===== config.mk =====
export PLATFORM = sky130hd
export DESIGN_NAME = hazard3_ahb_arb2
export DESIGN_NICKNAME = d
export VERILOG_FILES = /design/src/rtl/hazard3_ahb_arb2.sv
export SDC_FILE = /design/constraint.sdc
export NUM_CORES = 1
export LEC_CHECK = 0
export CAP_MARGIN = 20
export CORE_UTILIZATION = 45
export DETAILED_ROUTE_END_ITERATION = 16
export DONT_BUFFER_PORTS = 1
export SLEW_MARGIN = 20
export SYNTH_ARGS = -nofsm -noshare
export SYNTH_HDL_FRONTEND = slang
export SYNTH_SLANG_ARGS = --single-unit

===== constraint.sdc =====
create_clock -name clk -period 4.04 [get_ports clk]
set_clock_uncertainty 0.05 [all_clocks]
set_input_delay 0.808 -clock clk [delete_from_list [all_inputs] [get_ports clk]]
set_output_delay 0.808 -clock clk [all_outputs]
set_load 0.02 [all_outputs]

===== src/rtl/hazard3_ahb_arb2.sv =====
// Two-master to one-slave AHB5 arbiter with per-master address skid buffers.
// Define HAZARD3_ARB_RR_EN for round-robin tie-breaking (default: m0 beats m1).
module hazard3_ahb_arb2 #(
  parameter int W_ADDR = 32,
  parameter int W_DATA = 32
) (
  input  logic              clk,
  input  logic              rst_n,
  input  logic [W_ADDR-1:0] m0_haddr,
  input  logic              m0_hwrite,
  input  logic [1:0]        m0_htrans,
  input  logic [2:0]        m0_hsize,
  input  logic [2:0]        m0_hburst,
  input  logic [3:0]        m0_hprot,
  input  logic              m0_hmastlock,
  input  logic              m0_hexcl,
  input  logic [W_DATA-1:0] m0_hwdata,
  output logic              m0_hready,
  output logic              m0_hresp,
  output logic              m0_hexokay,
  output logic [W_DATA-1:0] m0_hrdata,
  input  logic [W_ADDR-1:0] m1_haddr,
  input  logic              m1_hwrite,
  input  logic [1:0]        m1_htrans,
  input  logic [2:0]        m1_hsize,
  input  logic [2:0]        m1_hburst,
  input  logic [3:0]        m1_hprot,
  input  logic              m1_hmastlock,
  input  logic              m1_hexcl,
  input  logic [W_DATA-1:0] m1_hwdata,
  output logic              m1_hready,
  output logic              m1_hresp,
  output logic              m1_hexokay,
  output logic [W_DATA-1:0] m1_hrdata,
  output logic [W_ADDR-1:0] s_haddr,
  output logic              s_hwrite,
  output logic [1:0]        s_htrans,
  output logic [2:0]        s_hsize,
  output logic [2:0]        s_hburst,
  output logic [3:0]        s_hprot,
  output logic              s_hmastlock,
  output logic              s_hexcl,
  output logic [7:0]        s_hmaster,
  output logic [W_DATA-1:0] s_hwdata,
  input  logic              s_hready,
  input  logic              s_hresp,
  input  logic              s_hexokay,
  input  logic [W_DATA-1:0] s_hrdata,
  output logic [3:0]        dbg_state
);

  localparam logic [1:0] HTRANS_IDLE = 2'b00;
  localparam logic [1:0] HTRANS_BUSY = 2'b01;
  localparam logic [1:0] HTRANS_SEQ  = 2'b11;

  typedef struct packed {
    logic [W_ADDR-1:0] addr;
    logic              write;
    logic [1:0]        trans;
    logic [2:0]        size;
    logic [2:0]        burst;
    logic [3:0]        prot;
    logic              mastlock;
    logic              excl;
  } ap_t;

  // A master is idle, waiting with its address in the skid buffer, or owns the data phase.
  typedef enum logic [1:0] {
    ST_IDLE = 2'd0,
    ST_BUF  = 2'd1,
    ST_DPH  = 2'd2
  } mst_state_t;

  // Handshake: an address is accepted from master N at a rising edge where mN_hready=1;
  // it is then either issued downstream (s_hready=1 and granted) or parked in the buffer.
  ap_t        live [2];
  ap_t        held [2];
  ap_t        cand [2];
  ap_t        last_ap;
  ap_t        s_ap;
  mst_state_t st [2];
  logic [1:0] req;
  logic [1:0] hready_int;
  logic       owner_v, owner, hold;
  logic       win_v, win, issue, tie_win;
  logic       dph_lock, pend_v, pend_m, last_m;

  assign live[0] = {m0_haddr, m0_hwrite, m0_htrans, m0_hsize, m0_hburst, m0_hprot,
                    m0_hmastlock, m0_hexcl};
  assign live[1] = {m1_haddr, m1_hwrite, m1_htrans, m1_hsize, m1_hburst, m1_hprot,
                    m1_hmastlock, m1_hexcl};

`ifdef HAZARD3_ARB_RR_EN
  logic last_gnt;
  always_ff @(posedge clk or negedge rst_n) begin
    if (!rst_n)     last_gnt <= 1'b1;
    else if (issue) last_gnt <= win;
  end
  assign tie_win = ~last_gnt;
`else
  assign tie_win = 1'b0;
`endif

  always_comb begin
    for (int n = 0; n < 2; n++) begin
      req[n]  = (st[n] == ST_BUF) || live[n].trans[1];
      cand[n] = (st[n] == ST_BUF) ? held[n] : live[n];
      case (st[n])
        ST_DPH:  hready_int[n] = s_hready;
        ST_BUF:  hready_int[n] = 1'b0;
        default: hready_int[n] = 1'b1;
      endcase
    end
    owner_v = (st[0] == ST_DPH) || (st[1] == ST_DPH);
    owner   = (st[1] == ST_DPH);
    // Locked sequences and bursts keep the bus with the current owner.
    hold    = owner_v && (dph_lock || live[owner].trans == HTRANS_SEQ ||
                          live[owner].trans == HTRANS_BUSY);
    win_v = 1'b0;
    win   = 1'b0;
    // An address shown during a wait state stays on the bus until accepted.
    if (pend_v && req[pend_m]) begin
      win_v = 1'b1;
      win   = pend_m;
    end else if (hold) begin
      win_v = req[owner];
      win   = owner;
    end else if (req[0] && req[1]) begin
      win_v = 1'b1;
      win   = tie_win;
    end else if (req[0] || req[1]) begin
      win_v = 1'b1;
      win   = ~req[0];
    end
  end

  assign issue = win_v && s_hready;

  always_ff @(posedge clk or negedge rst_n) begin
    if (!rst_n) begin
      st[0]    <= ST_IDLE;
      st[1]    <= ST_IDLE;
      held[0]  <= '0;
      held[1]  <= '0;
      last_ap  <= '0;
      last_m   <= 1'b0;
      dph_lock <= 1'b0;
      pend_v   <= 1'b0;
      pend_m   <= 1'b0;
    end else begin
      for (int n = 0; n < 2; n++) begin
        if (issue && (int'(win) == n)) begin
          st[n] <= ST_DPH;
        end else if (hready_int[n] && live[n].trans[1]) begin
          st[n]   <= ST_BUF;
          held[n] <= live[n];
        end else if (st[n] == ST_DPH && !s_hready) begin
          st[n] <= ST_DPH;
        end else if (st[n] != ST_BUF) begin
          st[n] <= ST_IDLE;
        end
      end
      if (win_v) begin
        last_ap <= cand[win];
        last_m  <= win;
      end
      pend_v <= win_v && !s_hready;
      pend_m <= win;
      if (issue)         dph_lock <= cand[win].mastlock;
      else if (s_hready) dph_lock <= 1'b0;
    end
  end

  assign s_ap        = win_v ? cand[win] : last_ap;
  assign s_haddr     = s_ap.addr;
  assign s_hwrite    = s_ap.write;
  assign s_htrans    = win_v ? s_ap.trans : HTRANS_IDLE;
  assign s_hsize     = s_ap.size;
  assign s_hburst    = s_ap.burst;
  assign s_hprot     = s_ap.prot;
  assign s_hmastlock = s_ap.mastlock;
  assign s_hexcl     = s_ap.excl;
  assign s_hmaster   = {7'd0, (win_v ? win : last_m)};
  assign s_hwdata    = owner ? m1_hwdata : m0_hwdata;

  assign m0_hready  = hready_int[0];
  assign m0_hresp   = (st[0] == ST_DPH) && s_hresp;
  assign m0_hexokay = (st[0] == ST_DPH) && s_hexokay;
  assign m0_hrdata  = (st[0] == ST_DPH) ? s_hrdata : '0;
  assign m1_hready  = hready_int[1];
  assign m1_hresp   = (st[1] == ST_DPH) && s_hresp;
  assign m1_hexokay = (st[1] == ST_DPH) && s_hexokay;
  assign m1_hrdata  = (st[1] == ST_DPH) ? s_hrdata : '0;

  assign dbg_state = {st[1], st[0]};

endmodule


==> out/results.tsv, run 1 <==
metric	value	unit
status	finished, final reports clean	
element type at the critical path end	primary output	
post-CTS setup buffer count	0	
overall routed net length	36400	um
crit path time final	4.00	ns
Reg area	3680	sq um
startpoint types	flip-flop	
library cells used by synthesis	43	
Post-Route M1 WL	14600	um
Slew Viols, Final	0	
Arr. time, crit path	3.14	ns
Hold Crit Class	in2async	
most frequent cell after synthesis	nand2_1	
Cell Area, Synth	9170	sq um
layout cells sized above 1	0.130	
pwr/cell area	986	nW/um^2
Layout area overhead	9.25	%
number of synthesized flops with an enable pin	0	
Worst-Margin Slew	0.990	ns
Synth top cells by count	nand2_1, dfrtp_1, and2_1	
HPWL Detailed	24700	um
CTS root buf	clkbuf_16	
Final Hold Violating Endpoints	0	
DRT antenna net count	0	
Die W	145	um
Final GP Congestion	0.876	
top post-synthesis cells by area	dfrtp_1, nand2_1, and2_1	
number of DRC violations after detailed-routing iteration 0	770	
# setup viols final	0	
dpl ws	0.384	ns
first-pass GRT wire length	52200	um
Yosys reg bits	147	
CTS Sinks	147	
largest net degree at the start of global routing	148	
# nets final	1308	
Synth Warn #	0	
FFs w/ async S/R, synth	1.00	
unrepaired setup endpoints after global routing	no	
Core Region	19700	sq um
Max VDD drop	0.470	mV
Die Area	21000	sq um
Synth Instances	1184	
Final Util	0.508	
final-layout fill cell count	1908	
setup TNS	0	ns
Avg Vias per Cell	6.18	
syn_area_per_cell	7.75	sq um
WP data required	3.18	ns
Max-Cap Viols	0	
initial antenna violation count	8	
die height	145	um
Worst Setup Path Type	reg2out	
number of vias in the routed layout	8695	
grt ovf	0	
multi-input logic area	4830	sq um
CTS tree	done	
gr usage total	0.346	
Ports	356	
max layer used	met5	
cts bufs inserted	17	
Crit Path Max Fanout	20	
Clock Path Buffers	2	
met2 WL	16500	um
worst skew pair latency	0.43	ns
DRT Pass-1 Iters	5	
vias in the first global route	7931	
largest area contributor in the netlist	dfrtp_1	
Routed WL per cell	25.9	um
leakage	4.27	nW
Total Power	9.88	mW
IO Port Bufs	0	
Met3 Wirelength	4370	um
Final WS setup	0.0394	ns
register area share after synthesis	0.401	
post-synth top area share	0.401	
achievable frequency	250	MHz
Slew HR	0.335	
starting density of the core	0.465	
Max H-tree Level	4	
clk slew on worst S/H paths	0.06	ns
row count	51	
Synth Flop Type	dfrtp_1	
# DRC	0	
final worst path period share	0.990	
==> critical path, cell delays in order, from the launching register on <==
cell and delay, ns:
dfrtp_1 0.58, nor2b_4 0.32, mux2_4 0.35, o21a_2 0.36, buf_12 0.23, a2111oi_0 0.50, o31ai_1 0.17, buf_4 0.19
==> cells by family (layout without fill, tap and decap cells) <==
group | count (synthesis) | after routing | synth area share
compound gates | 346 | 347 | 0.241
other cells | 1 | 22 | 0.000409
simple gates | 521 | 521 | 0.253
mux | 2 | 2 | 0.00286
flops | 147 | 147 | 0.401
buf+inv | 167 | 102 | 0.101
==> per-stage QoR <==
stage / hold slack [ns] / cells / cell area (sq um)
after CTS: 0.00354 / 1389 / 9850
final: 0.0378 / 1406 / 10000
after detailed placement: 0.412 / 1357 / 9270
after global placement: 0.415 / 1357 / 9270
after global routing: 0.00560 / 1403 / 10000
after floorplan: 0.393 / 1190 / 9190
==> cell type report <==
| type | instances | area share |
|---|---|---|
| Sequential cell | 147 | 0.367 |
| Timing Repair Buffer | 67 | 0.0567 |
| Clock inverter | 12 | 0.0116 |
| Inverter | 3 | 0.00112 |
| Clock buffer | 20 | 0.0446 |
| Antenna cell | 15 | 0.00375 |
| Tap cell | 265 | 0.0331 |
| Multi-Input combinational cell | 877 | 0.482 |
==> flip-flops by register name, indices dropped and copies added, names as in the netlist <==
name / flops
held: 94
last_ap: 45
dbg_state: 4
dph_lock: 1
last_m: 1
pend_m: 1
pend_v: 1
==> repair_timing <==
item | in CTS | in global routing
hold buffers | 0 | 1
resized for setup | 4 | 24
gates cloned | 0 | 1
hold endpoints to repair | 0 | 10
endpoints found under the setup margin | 14 | 22
==> metal layers <==
| layer | GRT usage | vias to the layer above |
|---|---|---|
| met1 | 0.453 | 4255 |
| li1 | - | 3913 |
| met3 | 0.157 | 50 |
| met4 | 0.137 | 2 |
| met2 | 0.492 | 475 |
| met5 | 0 | - |
==> power breakdown <==
part	internal (mW)	switching, mW	leakage, nW
combinational	1.82	3.94	2.20
sequential	2.19	0.363	1.80
clock	0.876	0.689	0.273
==> layout by cell type (no fill, tap or decap), types with 2 or more instances in the layout <==
cell        instances
nor3_1              2
a2111oi_0          41
a2111oi_1           3
clkbuf_1            2
nand2b_1            2
buf_12              5
dfrtp_1           146
o21a_2              2
a2111oi_2           2
o31ai_2            21
a21oi_1            50
and2_1            115
clkinvlp_4          2
inv_6               6
nor2b_4             2
nor2_1              9
nand2_1           379
o311ai_4            2
nor4_4              2
o21bai_1            2
o22ai_1            92
diode_2            15
conb_1              7
clkinv_2            2
o31ai_1            25
buf_4              61
clkbuf_16          17
inv_1               3
nand2b_2            2
o21ai_4             2
o21ai_0            93
a21o_1              2
==> path summary, 6_finish.rpt <==
check	start	to	slack, ns	cells after the start
min reg2reg	held[60]$_DFFE_PN0P_	held[60]$_DFFE_PN0P_	0.43	1
min	rst_n	held[18]$_DFFE_PN0P_	0.04	0
max	dbg_state[2]$_DFFE_PN0P_	s_haddr[17]	0.04	7
min in group clk	s_hready	pend_v$_DFF_PN0_	0.40	1
max reg2reg	dbg_state[2]$_DFFE_PN0P_	held[64]$_DFFE_PN0P_	0.89	6
max in group asynchronous	rst_n	last_ap[24]$_DFF_PN0_	2.86	1
Note: power is estimated with default switching activity, not from simulation.
==> run 2: changes to the inputs <==
--- a/config.mk
+++ b/config.mk
@@ -6,6 +6,7 @@
 export NUM_CORES = 1
 export LEC_CHECK = 0
 export CAP_MARGIN = 20
+export CORE_ASPECT_RATIO = 0.8
 export CORE_UTILIZATION = 45
 export DETAILED_ROUTE_END_ITERATION = 16
 export DONT_BUFFER_PORTS = 1
==> run 2 against run 1 <==
First-iteration DRC count up 16%. Routed wire length down 8.2%. Critical path type unchanged. Global-route usage decreased by 3.7 points. Non-clock buffer count fell by 6. Combinational power down 5.0%.
==> out/results.tsv, run 2 (synthesis gave the netlist of run 1 again) <==
metric	value	unit	change
status	finished, final reports clean		
Most flops, register	held		
# nets final	1301		-0.54%
IO Port Bufs	0		unchanged
Max H-tree Level	4		unchanged
Clock Path Buffers	2		unchanged
achievable frequency	253	MHz	+1.1%
Worst-Margin Slew	0.993	ns	+0.00354 ns
unrepaired setup endpoints after global routing	no		
Crit Path Max Fanout	18		-10%
Area after DPL	9220	sq um	-0.58%
Slew HR	0.332		-0.00238
DRT Pass-1 Iters	7		+2
Slew Viols, Final	0		unchanged
# setup viols final	0		unchanged
Worst Setup Path Type	reg2out		
overall routed net length	33400	um	-8.2%
largest net degree at the start of global routing	148		unchanged
crit path time final	3.96	ns	-0.0429 ns
cts bufs inserted	17		unchanged
WP data required	3.18	ns	about the same
leakage	4.23	nW	-0.99%
hold slack	0.0150	ns	-0.0228 ns
row count	46		-9.8%
final worst path period share	0.980		-0.0106
Arr. time, crit path	3.10	ns	-0.04 ns
gr usage total	0.308		-0.0372
first-pass GRT wire length	48200	um	-7.7%
grt ovf	0		unchanged
pwr/cell area	976	nW/um^2	-0.96%
post-CTS setup buffer count	0		unchanged
number of DRC violations after detailed-routing iteration 0	890		+16%
Core Region	19900	sq um	+1.0%
element type at the critical path end	primary output		
layout cells sized above 1	0.105		-0.0242
CTS Sinks	147		unchanged
Max-Cap Viols	0		unchanged
startpoint types	flip-flop		
DRT antenna net count	0		unchanged
CTS tree	done		
die height	130	um	-10%
Final Hold Violating Endpoints	0		unchanged
Die Area	21000	sq um	about the same
Ports	356		unchanged
vias in the first global route	7645		-3.6%
worst skew pair latency	0.43	ns	about the same
number of vias in the routed layout	8553		-1.6%
# DRC	0		unchanged
Largest register FFs	94		unchanged
Routed WL per cell	24.1	um	-6.9%
Layout area overhead	7.60	%	
clk slew on worst S/H paths	0.07	ns	about the same
setup TNS	0	ns	unchanged
HPWL Detailed	22900	um	-7.0%
commonest cells after routing, fill and taps aside	nand2_1, dfrtp_1, and2_1, o21ai_0, o22ai_1		
Max VDD drop	0.400	mV	-15%
commonest non-fill, non-tap cell in the layout	nand2_1		
initial antenna violation count	5		-3
starting density of the core	0.461		-0.00459
r2r worst-path depth	8		+2
Die W	162	um	+12%
Avg Vias per Cell	6.17		-0.29%
CTS root buf	clkbuf_16		
Final GP Congestion	0.867		-0.93%
Final Cell Area	9870	sq um	-1.5%
Hold Crit Class	in2async		
run 2: path summary, 6_finish.rpt:
check / start / to / slack [ns]
max: dbg_state[3]$_DFFE_PN0P_ / s_haddr[9] / 0.08
min: rst_n / last_ap[2]$_DFF_PN0_ / 0.01
max reg2reg: dbg_state[3]$_DFFE_PN0P_ / held[53]$_DFFE_PN0P_ / 0.85
min reg2reg: last_ap[8]$_DFF_PN0_ / last_ap[8]$_DFF_PN0_ / 0.42
max in group asynchronous: rst_n / held[7]$_DFFE_PN0P_ / 3.23
min in group clk: s_hready / pend_v$_DFF_PN0_ / 0.40
run 2: what timing repair did:
item | 4_1_cts | 5_1_grt
setup endpoints to repair | 0 | 1
resized for setup | 0 | 1
hold buffers | 0 | 2
hold endpoints to repair | 0 | 2
run 2: final cells by class:
type / count / area, sq um
antenna: 4 / 10.0
clock buffer: 19 / 453
clock inverter: 13 / 161
fill: 1865 / 10000
inverter: 3 / 11.3
multi-input combinational: 876 / 4700
sequential: 147 / 3680
tap: 264 / 330
timing repair buffer: 61 / 526
run 2: routing by layer:
| metal | vias up | GRT usage | routed length (um) |
|---|---|---|---|
| li1 | 3873 | - | - |
| met2 | 479 | 0.443 | 14400 |
| met4 | 2 | 0.120 | 976 |
| met3 | 53 | 0.129 | 3970 |
| met1 | 4146 | 0.412 | 14100 |
| met5 | - | 0 | 13 |
run 2: power breakdown:
group | leakage [nW] | total [mW] | switching, mW | internal, mW
Sequential | 1.80 | 2.50 | 0.303 | 2.20
Clock | 0.297 | 1.68 | 0.712 | 0.966
Combinational | 2.13 | 5.46 | 3.83 | 1.63
run 2: metrics by stage:
stage / instances / power, mW / util / setup WS [ns]
after CTS: 1381 / 9.61 / 0.494 / 0.133
after global placement: 1349 / 7.86 / 0.463 / 0.400
final: 1387 / 9.63 / 0.496 / 0.0823
after detailed placement: 1349 / 7.92 / 0.463 / 0.355
after floorplan: 1190 / 7.00 / - / 0.755
after global routing: 1383 / 10.2 / 0.495 / 0.00507
run 2: critical path, cell delays in order, from the launching register on:
cell       delay, ns
dfrtp_1         0.41
nand2b_2        0.23
a211oi_1        0.35
o21a_2          0.50
buf_4           0.30
a2111oi_0       0.10
o31ai_1         0.76
